==> src/rtl/regfile_wb_arbiter.sv <==
// Register-file writeback arbiter and busy scoreboard.
// Merges ALU and LSU writebacks onto the single regfile write port, tracks
// destinations with outstanding writes so decode can stall on RAW hazards,
// and flags writeback/issue protocol violations with a sticky error bit.
module regfile_wb_arbiter #(
    parameter int XLEN       = 32,
    parameter int AW         = 5,
    parameter int STARVE_MAX = 3
) (
    input  logic                clk,
    input  logic                reset,
    input  logic                alu_valid,
    input  logic [AW-1:0]       alu_addr,
    input  logic [XLEN-1:0]     alu_data,
    output logic                alu_ready,
    input  logic                lsu_valid,
    input  logic [AW-1:0]       lsu_addr,
    input  logic [XLEN-1:0]     lsu_data,
    output logic                lsu_ready,
    input  logic                iss_valid,
    input  logic [AW-1:0]       iss_rd,
    input  logic [AW-1:0]       rs1_addr,
    input  logic [AW-1:0]       rs2_addr,
    output logic                raw_stall,
    output logic                RegWEnSelect,
    output logic [AW-1:0]       wrAddr,
    output logic [XLEN-1:0]     wrData,
    output logic [(1<<AW)-1:0]  busy_vec,
    output logic                proto_err
);

    localparam int NREG = 1 << AW;
    localparam logic [2:0] STARVE_LIM = 3'(STARVE_MAX);

    logic [2:0]      starve_cnt;
    logic [NREG-1:0] busy_q;
    logic [NREG-1:0] busy_next;
    logic [NREG-1:0] clr_mask;
    logic [NREG-1:0] set_mask;

    logic            lsu_win;
    logic            grant;
    logic [AW-1:0]   gnt_addr;
    logic [XLEN-1:0] gnt_data;

    logic            err_issue;
    logic            err_write;
    logic            err_same;

    // ------------------------------------------------------------------
    // Arbitration: ALU has priority unless the LSU has lost STARVE_MAX
    // consecutive contended cycles, in which case it takes one grant.
    // ------------------------------------------------------------------
    assign lsu_win   = lsu_valid && (!alu_valid || (starve_cnt == STARVE_LIM));
    assign lsu_ready = lsu_win;
    assign alu_ready = alu_valid && !lsu_win;
    assign grant     = alu_valid || lsu_valid;

    // Select the winning request's address and data.
    always_comb begin
        // NOTE: every output of a combinational block gets a default first, so no path can infer a latch.
        gnt_addr = alu_addr;
        gnt_data = alu_data;
        if (lsu_win) begin
            gnt_addr = lsu_addr;
            gnt_data = lsu_data;
        end
    end

    // Starvation counter: count LSU losses, clear on an LSU grant, hold when idle.
    always_ff @(posedge clk or negedge reset) begin
        if (!reset) begin
            starve_cnt <= '0;
        end else if (lsu_valid) begin
            if (lsu_win) begin
                starve_cnt <= '0;
            end else if (starve_cnt != STARVE_LIM) begin
                starve_cnt <= starve_cnt + 3'd1;
            end
        end
    end

    // Register the granted write; x0 writes are accepted but never enabled.
    always_ff @(posedge clk or negedge reset) begin
        if (!reset) begin
            RegWEnSelect <= 1'b0;
            wrAddr       <= '0;
            wrData       <= '0;
        end else begin
            // NOTE: sequential state uses non-blocking assignments so every flop samples pre-edge values.
            RegWEnSelect <= grant && (gnt_addr != '0);
            if (grant) begin
                wrAddr <= gnt_addr;
                wrData <= gnt_data;
            end
        end
    end

    // ------------------------------------------------------------------
    // Scoreboard: the write in flight clears its bit at the end of the
    // enable cycle; an issue to the same register on that edge wins.
    // ------------------------------------------------------------------
    always_comb begin
        clr_mask = '0;
        set_mask = '0;
        if (RegWEnSelect) begin
            clr_mask[wrAddr] = 1'b1;
        end
        if (iss_valid && (iss_rd != '0)) begin
            set_mask[iss_rd] = 1'b1;
        end
        busy_next    = (busy_q & ~clr_mask) | set_mask;
        busy_next[0] = 1'b0;
    end

    // Busy bits update on every edge from the set/clear masks.
    always_ff @(posedge clk or negedge reset) begin
        if (!reset) begin
            busy_q <= '0;
        end else begin
            busy_q <= busy_next;
        end
    end

    assign busy_vec = busy_q;

    // No bypass: a register whose write completes this cycle still stalls.
    assign raw_stall = ((rs1_addr != '0) && busy_q[rs1_addr]) ||
                       ((rs2_addr != '0) && busy_q[rs2_addr]);

    // ------------------------------------------------------------------
    // Protocol checks
    // ------------------------------------------------------------------
    assign err_issue = iss_valid && (iss_rd != '0) && busy_q[iss_rd] && !clr_mask[iss_rd];
    assign err_write = grant && (gnt_addr != '0) && !busy_q[gnt_addr];
    assign err_same  = alu_valid && lsu_valid && (alu_addr == lsu_addr) && (alu_addr != '0);

    // Sticky error flag, cleared only by reset.
    always_ff @(posedge clk or negedge reset) begin
        if (!reset) begin
            proto_err <= 1'b0;
        end else if (err_issue || err_write || err_same) begin
            proto_err <= 1'b1;
        end
    end

endmodule

==> config.mk <==
export PLATFORM = sky130hd
export DESIGN_NAME = regfile_wb_arbiter
export DESIGN_NICKNAME = d
export VERILOG_FILES = /design/src/rtl/regfile_wb_arbiter.sv
export SDC_FILE = /design/constraint.sdc
export NUM_CORES = 1
export LEC_CHECK = 0
export BUFFER_PORTS_ARGS = -buffer_cell sky130_fd_sc_hd__buf_2
export CORE_UTILIZATION = 45
export DETAILED_ROUTE_END_ITERATION = 8
export PLACE_DENSITY = 0.72
export SLEW_MARGIN = 20
export SYNTH_ARGS = -nofsm -noshare
export SYNTH_HDL_FRONTEND = slang
export SYNTH_SLANG_ARGS = --single-unit
==> constraint.sdc <==
create_clock -name clk -period 4.7 [get_ports clk]
set_input_delay 0.94 -clock clk [delete_from_list [all_inputs] [get_ports clk]]
set_output_delay 0.94 -clock clk [all_outputs]
set_load 0.01 [all_outputs]
# Yosys cells after proc, flatten, opt, wreduce, memory -nomap -nowiden
# Index checks and enable logic that the tools add are counted.
[totals]
ff_bits = 73
input_bits = 94
output_inout_bits = 74
word_cells = 70
[classes]
n_addsub = 1
n_lt_le_gt_ge = 7
eq_ne = 3
mux = 20
n_bitwise = 3
n_reduce_logical = 30
[op_table]
columns = ["cell", "count"]
rows = [
  ["2-to-1 mux 32 bit", 3],
  ["bitwise AND 32 bit", 1],
  ["inverter 32 bit", 1],
  ["OR 32 bit", 1],
  ["< comparator 5 x 6 -> 1 bit (second input constant)", 5],
  ["binary-select mux 1 bit (select 5 bit)", 5],
  ["nonzero test 5 bit", 5],
  ["logical AND 1 bit", 14],
  ["demux 1 bit (select 5 bit)", 2],
  ["greater-or-equal comparator 5 x 1 -> 1 bit (second input constant)", 2],
  ["2-to-1 mux 1 bit", 7],
  ["2-to-1 mux 3 bit", 2],
  ["== test 5 bit", 1],
  ["logical OR 1 bit", 5],
  ["2-to-1 mux 5 bit", 1],
  ["logical NOT 1 bit", 4],
  ["adder 3 x 1 -> 3 bit (second input constant)", 1],
  ["== test 3 x 2 -> 1 bit (second input constant)", 1],
  ["inequality test 3 x 2 -> 1 bit (second input constant)", 1],
  ["AND reduction 2 bit", 1],
  ["nonzero test 2 bit", 1],
]

# Longest topological paths before layout
# Gate-level depths: netlist of the first run.
[logic_depth]
word_depth = 11
ltp_mapped = 9
ltp_nobuf = 9

# Worst setup path after synthesis of the first run
# OpenSTA, ideal clock, no wires.
[synth_timing]
kind = "input to output"
from = "input rs2_addr[0]"
to = "output raw_stall"
t_arrival_ns = 2.388
required_time_ns = 3.760
path_slack_ns = 1.372
stages = 5
path_buffers = 1
path_cell_list = "buf_2 -> mux4_2 -> mux4_2 -> mux2i_1 -> nand3_1"
[synth_via]
elab_chain_cells = 4
elab_cells_between_ends = 5
classes_between = "2 x mux; 3 x reduce/logical"
[synth_rtl]
columns = ["element", "line", "text"]
rows = [
  ["start, declared", "23", "input logic [AW-1:0] rs2_addr,"],
  ["binary-select mux 1 bit (select 5 bit)", "129", "((rs2_addr != '0) && busy_q[rs2_addr]);"],
  ["2-to-1 mux 1 bit (not written as such)", "129", ""],
  ["logical AND 1 bit (*)", "129", ""],
  ["logical OR 1 bit (*)", "128", "assign raw_stall = ((rs1_addr != '0) && busy_q[rs1_addr]) ||"],
  ["end, declared", "24", "output logic raw_stall,"],
]
# Mark *: on every way between the ends. The rest lies on a longest branch, timed or not. The select of a mux whose other input is x is not followed.

# Final worst setup path of the first run
# Ends and elaborated chain as after synthesis.

==> results.py, run 1 <==
metrics = {
    "cts": {
        "clock_tree.buffer_depth": 2,
        "insertion_delay_ps": 350,
        "numCtsBuffers": 9,
        "clkSlewWorstSetupHoldPaths_ps": 70,
        "ctsHoldBuffers": 0,
        "cts_resized": 0,
        "clock-sinks": 73,
        "cts_setup_buffers": 0,
        "cts_tree": "yes",
        "cts-root-buf": "clkbuf_8",
        "h-tree-depth": 3,
    },
    "job": {
        "drv_cap": 0,
    },
    "sta": {
        "hold_viol": 0,
        "fin_tns_setup_ps": 0,
        "setup_viol_count_final": 0,
        "slew_headroom": 0.465,
        "worst_slew_pin_slew_ps": 800,
        "slew_violations": 0,
        "setup_ws_ps": 1140,
        "fin_skew_ps": 10.3,
        "rsz0062_at_grt": "false",
        "min_period_ps": 3560,
        "timing.final.crit_share": 0.757,
        "max_freq_mhz": 281,
    },
    "synth": {
        "synth_top_family_by_area": "compound AO/OA/AOI/OAI gates",
        "synth.area.top_cells": "dfrtp_1 39%, mux4_2 10%, o21ai_0 7.8%, nor2_1 5.9%, o22ai_1 5.1%",
        "ys_seq_elements": 73,
        "ys_top_cells_by_count": "73 x dfrtp_1, 73 x nor2_1, 72 x o21ai_0",
        "synth.largest_area_cell": "dfrtp_1",
        "synth-compound-area-share": 0.202,
        "ys.flop_type": "dfrtp_1",
        "synthMuxAreaShare": 0.185,
        "ys_warn_count": 0,
        "synthArstFlopShare": 1.00,
        "netlist.area_leader.share": 0.394,
        "synth_fa_ha_area_frac": 0.00540,
        "synthCells": 488,
        "synth_xor_area_frac": 0.0151,
        "syn_nets": 584,
        "synth_area_mm2": 0.00463,
        "yosysSeqAreaShare": 0.394,
        "synth_edf_count": 0,
        "postSynthAreaPerCell_um2": 9.50,
        "synthSimpleGateAreaFrac": 0.153,
        "ys_types": 61,
    },
    "power": {
        "peakVddDrop_uv": 192,
        "leakage_nw": 2.45,
        "powerDensity_mw_per_mm2": 419,
    },
    "die": {
        "dieArea_mm2": 0.0107,
        "initial_core_util": 0.470,
        "dieWidth_um": 103,
        "ios": 168,
        "core_mm2": 0.00986,
        "die_y_um": 103,
        "rows": 36,
    },
    "placed_design": {
        "place_ws_ps": 1160,
        "io_buffers": 166,
        "dp_hpwl_um": 11100,
        "place_congestion": 0.896,
    },
    "final_layout": {
        "layout-drive-gt1-share": 0.356,
        "n_antenna_cell": 0,
        "areaGrowthSynthToFinish_pct": 22.2,
        "num-nets-final": 729,
    },
    "detailed_routing": {
        "totalWireLength_um": 15100,
        "first_pass_iters": 5,
        "drt_iter0_markers": 376,
        "wl_per_cell_um": 19.6,
        "antenna_left": 0,
        "vias_per_cell": 6.08,
        "drcViolationCount": 0,
        "num_vias": 4687,
    },
    "setup_path": {
        "cp.arrival_ps": 2620,
        "required_ps": 3760,
        "critPathMaxFanout": 9,
        "crit_buf_inv": 2,
        "cpPeakStageDelay_ps": 550,
        "crit_path_end_kind": "output port",
        "slowest_stage": "mux4_2",
        "critical_path.startpoint_type": "input port",
        "critPathTopFamily": "multiplexers",
        "critPathKind": "input port to output port",
        "path_cells": "buf_2, mux4_2, mux4_2, mux2i_1, nand3_1, buf_2",
    },
    "run_status": {
        "outcome": "finished, final reports clean",
    },
    "global_routing": {
        "grt_max_degree": 54,
        "first_global_vias": 4439,
        "antenna_found_initial": 0,
        "grt_pass1_wl_um": 23100,
        "grt_util_all_layers": 0.288,
        "grt_overflow_total": 0,
    },
    "hold_path": {
        "hold_path.class": "flop to flop",
    },
}
## worst paths after layout
kind | startpoint | end | slack [ps] | cells after the start
max | rs2_addr[0] | raw_stall | 1140 | 6
min | wrData[5]$_DFFE_PN0P_ | wrData[5]$_DFFE_PN0P_ | 510 | 2
max reg2reg | starve_cnt[0]$_DFFE_PN0P_ | proto_err$_DFFE_PN0P_ | 1390 | 9
min reg2reg | wrData[5]$_DFFE_PN0P_ | wrData[5]$_DFFE_PN0P_ | 510 | 2
max in group asynchronous | reset | wrData[10]$_DFFE_PN0P_ | 3090 | 2
min in group asynchronous | reset | busy_vec[19]$_DFF_PN0_ | 550 | 1
## layout make-up
cell class              count  area (um2)
clock buffers              11         131
flip-flops and latches     73        1830
repair buffers            168         846
fillers                   873        4200
clock inverters             5        38.8
well taps                 133         166
inverters                  12        45.0
multi-input cells         369        2610
## sequential cells by signal, summed over array words and instances, names as in the netlist
name          count
wrData           32
busy_vec         31
wrAddr            5
starve_cnt        3
RegWEnSelect      1
proto_err         1
## stage by stage
step           utilization  instance area, um2  power, mW  cells  hold WS (ps)
2_1_floorplan            -                4630       1.49    488           459
3_3_place_gp         0.557                5490       1.90    755           481
3_5_place_dp         0.557                5490       1.92    755           493
4_1_cts              0.574                5660       2.36    771           509
5_1_grt              0.574                5660       2.51    771           535
6_report             0.574                5660       2.38    771           508
## cell families after synthesis
logic type,Yosys count
XOR/XNOR,8
other,1
AND/OR/NAND/NOR,146
AO/OA/AOI/OAI,157
adder cells (fa/ha/maj),2
flip-flops,73
buffers and inverters,46
multiplexers,55
## metal layers
layer	vias up	track usage	part of all wire
met5	-	0	0
met1	2276	0.400	0.42
li1	2119	-	-
met3	29	0.0470	0.077
met2	263	0.455	0.49
met4	0	0.112	0.020
## tightest hold or removal path: stages (launching register included)
cell and delay, ps:
dfrtp_1 340, nor2_1 40, nor2_1 90
## layout by cell type (no fill, tap or decap), types with 3 or more instances in the layout
master / count
buf_2: 166
dfrtp_1: 73
nor2_1: 73
o21ai_0: 72
o22ai_1: 38
mux4_2: 21
mux2i_1: 21
nand2_1: 16
nand3_1: 13
a21oi_1: 12
nand3b_1: 11
inv_1: 11
mux2_2: 11
clkbuf_8: 9
a211oi_1: 5
nand2b_1: 5
xnor2_1: 5
or3_1: 4
or3b_2: 4
a31oi_1: 4
nor4_1: 3
o221ai_1: 3
xor2_1: 3
## where the power goes
| group | internal [mW] | switching (mW) |
|---|---|---|
| Combinational | 0.439 | 0.418 |
| Sequential | 0.773 | 0.305 |
| Clock | 0.196 | 0.244 |
(Power assumes the default switching activity.)
==> run 2, diff against run 1 <==
- clock period: 4.7 -> 3.4 ns (I/O delays scaled with it)
==> run 2 against run 1 <==
Against the previous run:
- non-clock buffer count up 3
- sequential power up 37%
- highest routed layer unchanged
- critical endpoint unchanged
- critical path type unchanged
- count of clock-buffer cells in the layout down 2
==> results.py, run 2 (same netlist as run 1, synthesis figures left out) <==
metrics = {
    "run_status": {
        "outcome": "finished, final reports clean",
    },
    "setup_path": {
        "reg2reg_to": "proto_err$_DFFE_PN0P_",
        "r2r_start": "starve_cnt[0]$_DFFE_PN0P_",
        "cp.arrival_ps": 2350,
        "reg2reg_setup_slack_ps": 650,
        "critPathKind": "input port to output port",
        "crit_path_end_kind": "output port",
        "path_cells": "buf_2, mux4_2, mux4_2, mux2i_1, nand3_1, buf_2",
        "slowest_stage": "mux4_2",
        "required_ps": 2720,
        "cpPeakStageDelay_ps": 550,
        "critPathMaxFanout": 9,
        "ff2ff_path_depth": 9,
        "critical_path.startpoint_type": "input port",
    },
    "hold_path": {
        "hold_end": "wrData[5]$_DFFE_PN0P_",
        "hold_path.class": "flop to flop",
        "hold_start": "wrData[5]$_DFFE_PN0P_",
        "hold_path_depth": 2,
    },
    "die": {
        "ios": 168,
        "rows": 36,
        "dieWidth_um": 103,
        "dieArea_mm2": 0.0107,
        "initial_core_util": 0.470,
        "die_y_um": 103,
        "core_mm2": 0.00986,
    },
    "final_layout": {
        "areaGrowthSynthToFinish_pct": 23.4,
        "num-nets-final": 732,
        "final_common_cell": "buf_2",
        "n_antenna_cell": 0,
        "mostFrequentLayoutCells": "166 x buf_2, 73 x dfrtp_1, 73 x nor2_1, 72 x o21ai_0, 38 x o22ai_1",
        "layout-drive-gt1-share": 0.362,
        "largest_reg_flops": 32,
        "top_register": "wrData",
    },
    "sta": {
        "fin_skew_ps": 9.63,
        "slew_violations": 0,
        "slew_headroom": 0.371,
        "setup_viol_count_final": 0,
        "worst_slew_pin_slew_ps": 944,
        "rsz0062_at_grt": "false",
        "timing.final.crit_share": 0.892,
        "fin_tns_setup_ps": 0,
        "hold_viol": 0,
        "max_freq_mhz": 330,
        "min_period_ps": 3030,
        "hold_slack_ps": 507,
        "setup_ws_ps": 366,
    },
    "global_routing": {
        "grt_max_degree": 74,
        "antenna_found_initial": 0,
        "grt_util_all_layers": 0.295,
        "grt_pass1_wl_um": 23700,
        "grt_overflow_total": 0,
        "first_global_vias": 4559,
    },
    "placed_design": {
        "place_ws_ps": 383,
        "io_buffers": 166,
        "place_congestion": 0.867,
        "dp_hpwl_um": 11100,
    },
    "detailed_routing": {
        "wl_per_cell_um": 19.5,
        "vias_per_cell": 6.16,
        "drt_iter0_markers": 507,
        "totalWireLength_um": 15100,
        "first_pass_iters": 5,
        "drcViolationCount": 0,
        "num_vias": 4771,
        "antenna_left": 0,
    },
    "cts": {
        "cts_tree": "yes",
        "numCtsBuffers": 9,
        "h-tree-depth": 3,
        "cts_resized": 0,
        "clock_tree.buffer_depth": 2,
        "cts-root-buf": "clkbuf_8",
        "cts_setup_buffers": 0,
        "insertion_delay_ps": 350,
        "clock-sinks": 73,
        "clkSlewWorstSetupHoldPaths_ps": 70,
        "ctsHoldBuffers": 0,
    },
    "power": {
        "p_seq_frac": 0.434,
        "swShare": 0.401,
        "peakVddDrop_uv": 299,
        "p_int_mw": 2.04,
        "power.switching_mw": 1.36,
        "combPwrFrac": 0.359,
        "pwr-share-clk": 0.207,
        "powerDensity_mw_per_mm2": 594,
        "leakage_nw": 2.48,
    },
    "job": {
        "drv_cap": 0,
    },
}
-- run 2: changes by cell type in the layout (fill, tap and decap cells not counted), sizes merged --
cell | previous run | this run
clkinvlp | 1 | 2
clkbuf | 11 | 9
bufinv | 0 | 1
buf | 168 | 171
-- run 2: worst max path at each step --
stage                     start   endpoint  slack, ps  cells past startpoint
global route        rs2_addr[0]  raw_stall        310                      6
global placement    rs2_addr[0]  raw_stall        430                      6
detailed placement  rs2_addr[0]  raw_stall        380                      6
finish              rs2_addr[0]  raw_stall        370                      6
CTS                 rs2_addr[0]  raw_stall        380                      6
floorplan           rs2_addr[0]  raw_stall        590                      5
-- run 2: stage by stage --
stage / std cells / area, um2 / power [mW] / utilization
after global placement: 758 / 5510 / 2.64 / 0.559
after global routing: 774 / 5720 / 3.59 / 0.580
after detailed placement: 758 / 5510 / 2.68 / 0.559
after floorplan: 488 / 4630 / 2.06 / -
after CTS: 774 / 5720 / 3.39 / 0.580
final: 774 / 5720 / 3.40 / 0.580
-- run 2: area by class of cell --
cell class	instances	area, um2
Sequential cell	73	1830
Clock inverter	7	78.8
Tap cell	133	166
Timing Repair Buffer	171	868
Fill cell	885	4150
Inverter	12	45.0
Clock buffer	9	124
Multi-Input combinational cell	369	2610
-- run 2: power by group through the flow --
stage          Sequential [mW]  Clock [mW]  Combinational [mW]
6_report                  1.48       0.702                1.22
5_1_grt                   1.50       0.757                1.33
4_1_cts                   1.46       0.715                1.21
3_5_place_dp              1.47           0                1.21
3_3_place_gp              1.47           0                1.17
2_1_floorplan             1.39           0               0.675
-- run 2: worst max-delay path, delay by kind of cell --
kind                   cells  cell delay, ps
muxes                      3            1200
buffers and inverters      2             380
and+or+nand+nor            1              90
-- run 2: routing by layer --
layer | global-route usage | part of all wire | vias to the layer above
met5 | 0 | 0 | -
met3 | 0.0551 | 0.090 | 39
met1 | 0.395 | 0.40 | 2337
met2 | 0.473 | 0.48 | 263
li1 | - | - | 2132
met4 | 0.125 | 0.026 | 0
==> run 3, diff against run 2 <==
- HOLD_SLACK_MARGIN: unset -> 0.06
- REMOVE_ABC_BUFFERS: unset -> 1
==> run 3 against run 2 <==
Against the previous run:
- first-iteration DRC count decreased by 0.20%
- clock power increased by 4.7%
- largest power group unchanged
- clock skew decreased by 2.7 ps
- critical endpoint unchanged
- maximum frequency increased by 1.6%
==> results.py, run 3 (same netlist as run 1, synthesis figures left out) <==
metrics = {
    "die": {
        "initial_core_util": 0.470,
        "die_y_um": 103,
        "rows": 36,
        "ios": 168,
        "dieArea_mm2": 0.0107,
        "core_mm2": 0.00986,
        "dieWidth_um": 103,
    },
    "final_layout": {
        "fill_cells": 878,
        "multi_input_area_mm2": 0.00261,
        "top_register": "wrData",
        "final_common_cell": "buf_2",
        "areaGrowthSynthToFinish_pct": 23.6,
        "layout-drive-gt1-share": 0.358,
        "num-nets-final": 731,
        "design_area_mm2": 0.00573,
        "seq_area_mm2": 0.00183,
        "mostFrequentLayoutCells": "166 x buf_2, 73 x dfrtp_1, 73 x nor2_1, 72 x o21ai_0, 38 x o22ai_1",
        "largest_reg_flops": 32,
        "n_antenna_cell": 0,
    },
    "detailed_routing": {
        "first_pass_iters": 5,
        "wl_per_cell_um": 19.8,
        "drt_iter0_markers": 506,
        "drcViolationCount": 0,
        "num_vias": 4724,
        "antenna_left": 0,
        "vias_per_cell": 6.11,
        "totalWireLength_um": 15300,
    },
    "global_routing": {
        "grt_max_degree": 41,
        "antenna_found_initial": 0,
        "grt_overflow_total": 0,
        "use_met1": 0.397,
        "grt_util_all_layers": 0.300,
        "grt_util_met3": 0.0739,
        "grt_pass1_wl_um": 24000,
        "busiest_layer": "met2",
        "use_met2": 0.469,
        "first_global_vias": 4677,
    },
    "setup_path": {
        "critical_path.startpoint_type": "input port",
        "required_ps": 2720,
        "cp.arrival_ps": 2310,
        "crit_buf_inv": 2,
        "path_cells": "buf_2, mux4_2, mux4_2, mux2i_1, nand3_1, buf_2",
        "slowest_stage": "mux4_2",
        "critPathTopFamily": "multiplexers",
        "critPathMaxFanout": 9,
        "cpPeakStageDelay_ps": 560,
        "crit_path_end_kind": "output port",
        "critPathKind": "input port to output port",
    },
    "power": {
        "p_int_mw": 2.10,
        "pwr-share-clk": 0.213,
        "combPwrFrac": 0.348,
        "p_seq_frac": 0.440,
        "swShare": 0.394,
        "power.switching_mw": 1.36,
        "powerDensity_mw_per_mm2": 604,
        "leakage_nw": 2.49,
        "peakVddDrop_uv": 412,
    },
    "placed_design": {
        "io_buffers": 166,
        "dp_hpwl_um": 11100,
        "dpl_cell_area_mm2": 0.00552,
        "place_ws_ps": 418,
        "place_congestion": 0.953,
    },
    "sta": {
        "rsz0062_at_grt": "false",
        "worst_slew_pin_slew_ps": 822,
        "hold_slack_ps": 423,
        "timing.final.crit_share": 0.879,
        "fin_tns_setup_ps": 0,
        "slew_violations": 0,
        "setup_ws_ps": 413,
        "hold_viol": 0,
        "max_freq_mhz": 335,
        "setup_viol_count_final": 0,
        "fin_skew_ps": 6.90,
        "min_period_ps": 2990,
        "slew_headroom": 0.452,
    },
    "cts": {
        "clkSlewWorstSetupHoldPaths_ps": 80,
        "cts_setup_buffers": 0,
        "cts_tree": "yes",
        "insertion_delay_ps": 350,
        "ctsHoldBuffers": 0,
        "cts-root-buf": "clkbuf_8",
        "clock-sinks": 73,
        "cts_resized": 0,
        "clock_tree.buffer_depth": 2,
        "h-tree-depth": 3,
        "numCtsBuffers": 9,
    },
    "job": {
        "drv_cap": 0,
    },
    "run_status": {
        "outcome": "finished, final reports clean",
    },
    "hold_path": {
        "hold_path.class": "input port to asynchronous set/reset pin",
    },
}
## run 3: cell count changes in the layout (fill, tap and decap cells not counted)
cell and delta:
inv_8 -1, buf_4 -2, buf_12 +1, clkinvlp_4 -2
clkinv_4 -1, bufinv_16 +1, clkinv_2 +1, clkbuf_1 +2
## run 3: worst register-to-register path: cells and delay by family (launching register included)
kind / cells / cell delay [ps]
fa+ha+maj: 2 / 410
buf+inv: 1 / 140
flops: 1 / 390
compound gates: 3 / 1080
simple gates: 3 / 690
## run 3: worst paths after layout
check / slack [ps] / cells after the start / end / from
worst max-delay path: 410 / 6 / raw_stall / rs2_addr[0]
min in group clk: 510 / 1 / starve_cnt[1]$_DFFE_PN0P_ / starve_cnt[1]$_DFFE_PN0P_
worst min-delay path: 420 / 1 / wrData[5]$_DFFE_PN0P_ / reset
worst min register to register: 510 / 1 / starve_cnt[1]$_DFFE_PN0P_ / starve_cnt[1]$_DFFE_PN0P_
max in group asynchronous: 2290 / 2 / busy_vec[23]$_DFF_PN0_ / reset
worst max register to register: 590 / 9 / proto_err$_DFFE_PN0P_ / starve_cnt[0]$_DFFE_PN0P_
## run 3: layout make-up
type	count	area share
clock buffer	11	0.0229
tap	133	0.0290
timing repair buffer	170	0.152
clock inverter	5	0.0138
inverter	12	0.00786
multi-input combinational	369	0.455
sequential	73	0.319
## run 3: power by group through the flow
stage          Sequential, mW  Combinational, mW  Clock [mW]
2_1_floorplan            1.39              0.631           0
3_5_place_dp             1.49               1.19           0
5_1_grt                  1.53               1.32       0.784
6_report                 1.52               1.20       0.735
3_3_place_gp             1.48               1.16           0
4_1_cts                  1.48               1.20       0.744
## run 3: through the flow
| stage | cells | utilization | power (mW) |
|---|---|---|---|
| 2_1_floorplan | 454 | - | 2.02 |
| 3_3_place_gp | 757 | 0.559 | 2.64 |
| 3_5_place_dp | 757 | 0.559 | 2.69 |
| 4_1_cts | 773 | 0.581 | 3.42 |
| 5_1_grt | 773 | 0.581 | 3.63 |
| 6_report | 773 | 0.581 | 3.46 |
## run 3: per-layer routing
| metal | vias up | share of wire |
|---|---|---|
| li1 | 2121 | - |
| met1 | 2257 | 0.39 |
| met2 | 298 | 0.48 |
| met3 | 48 | 0.097 |
| met4 | 0 | 0.028 |
| met5 | - | 0 |
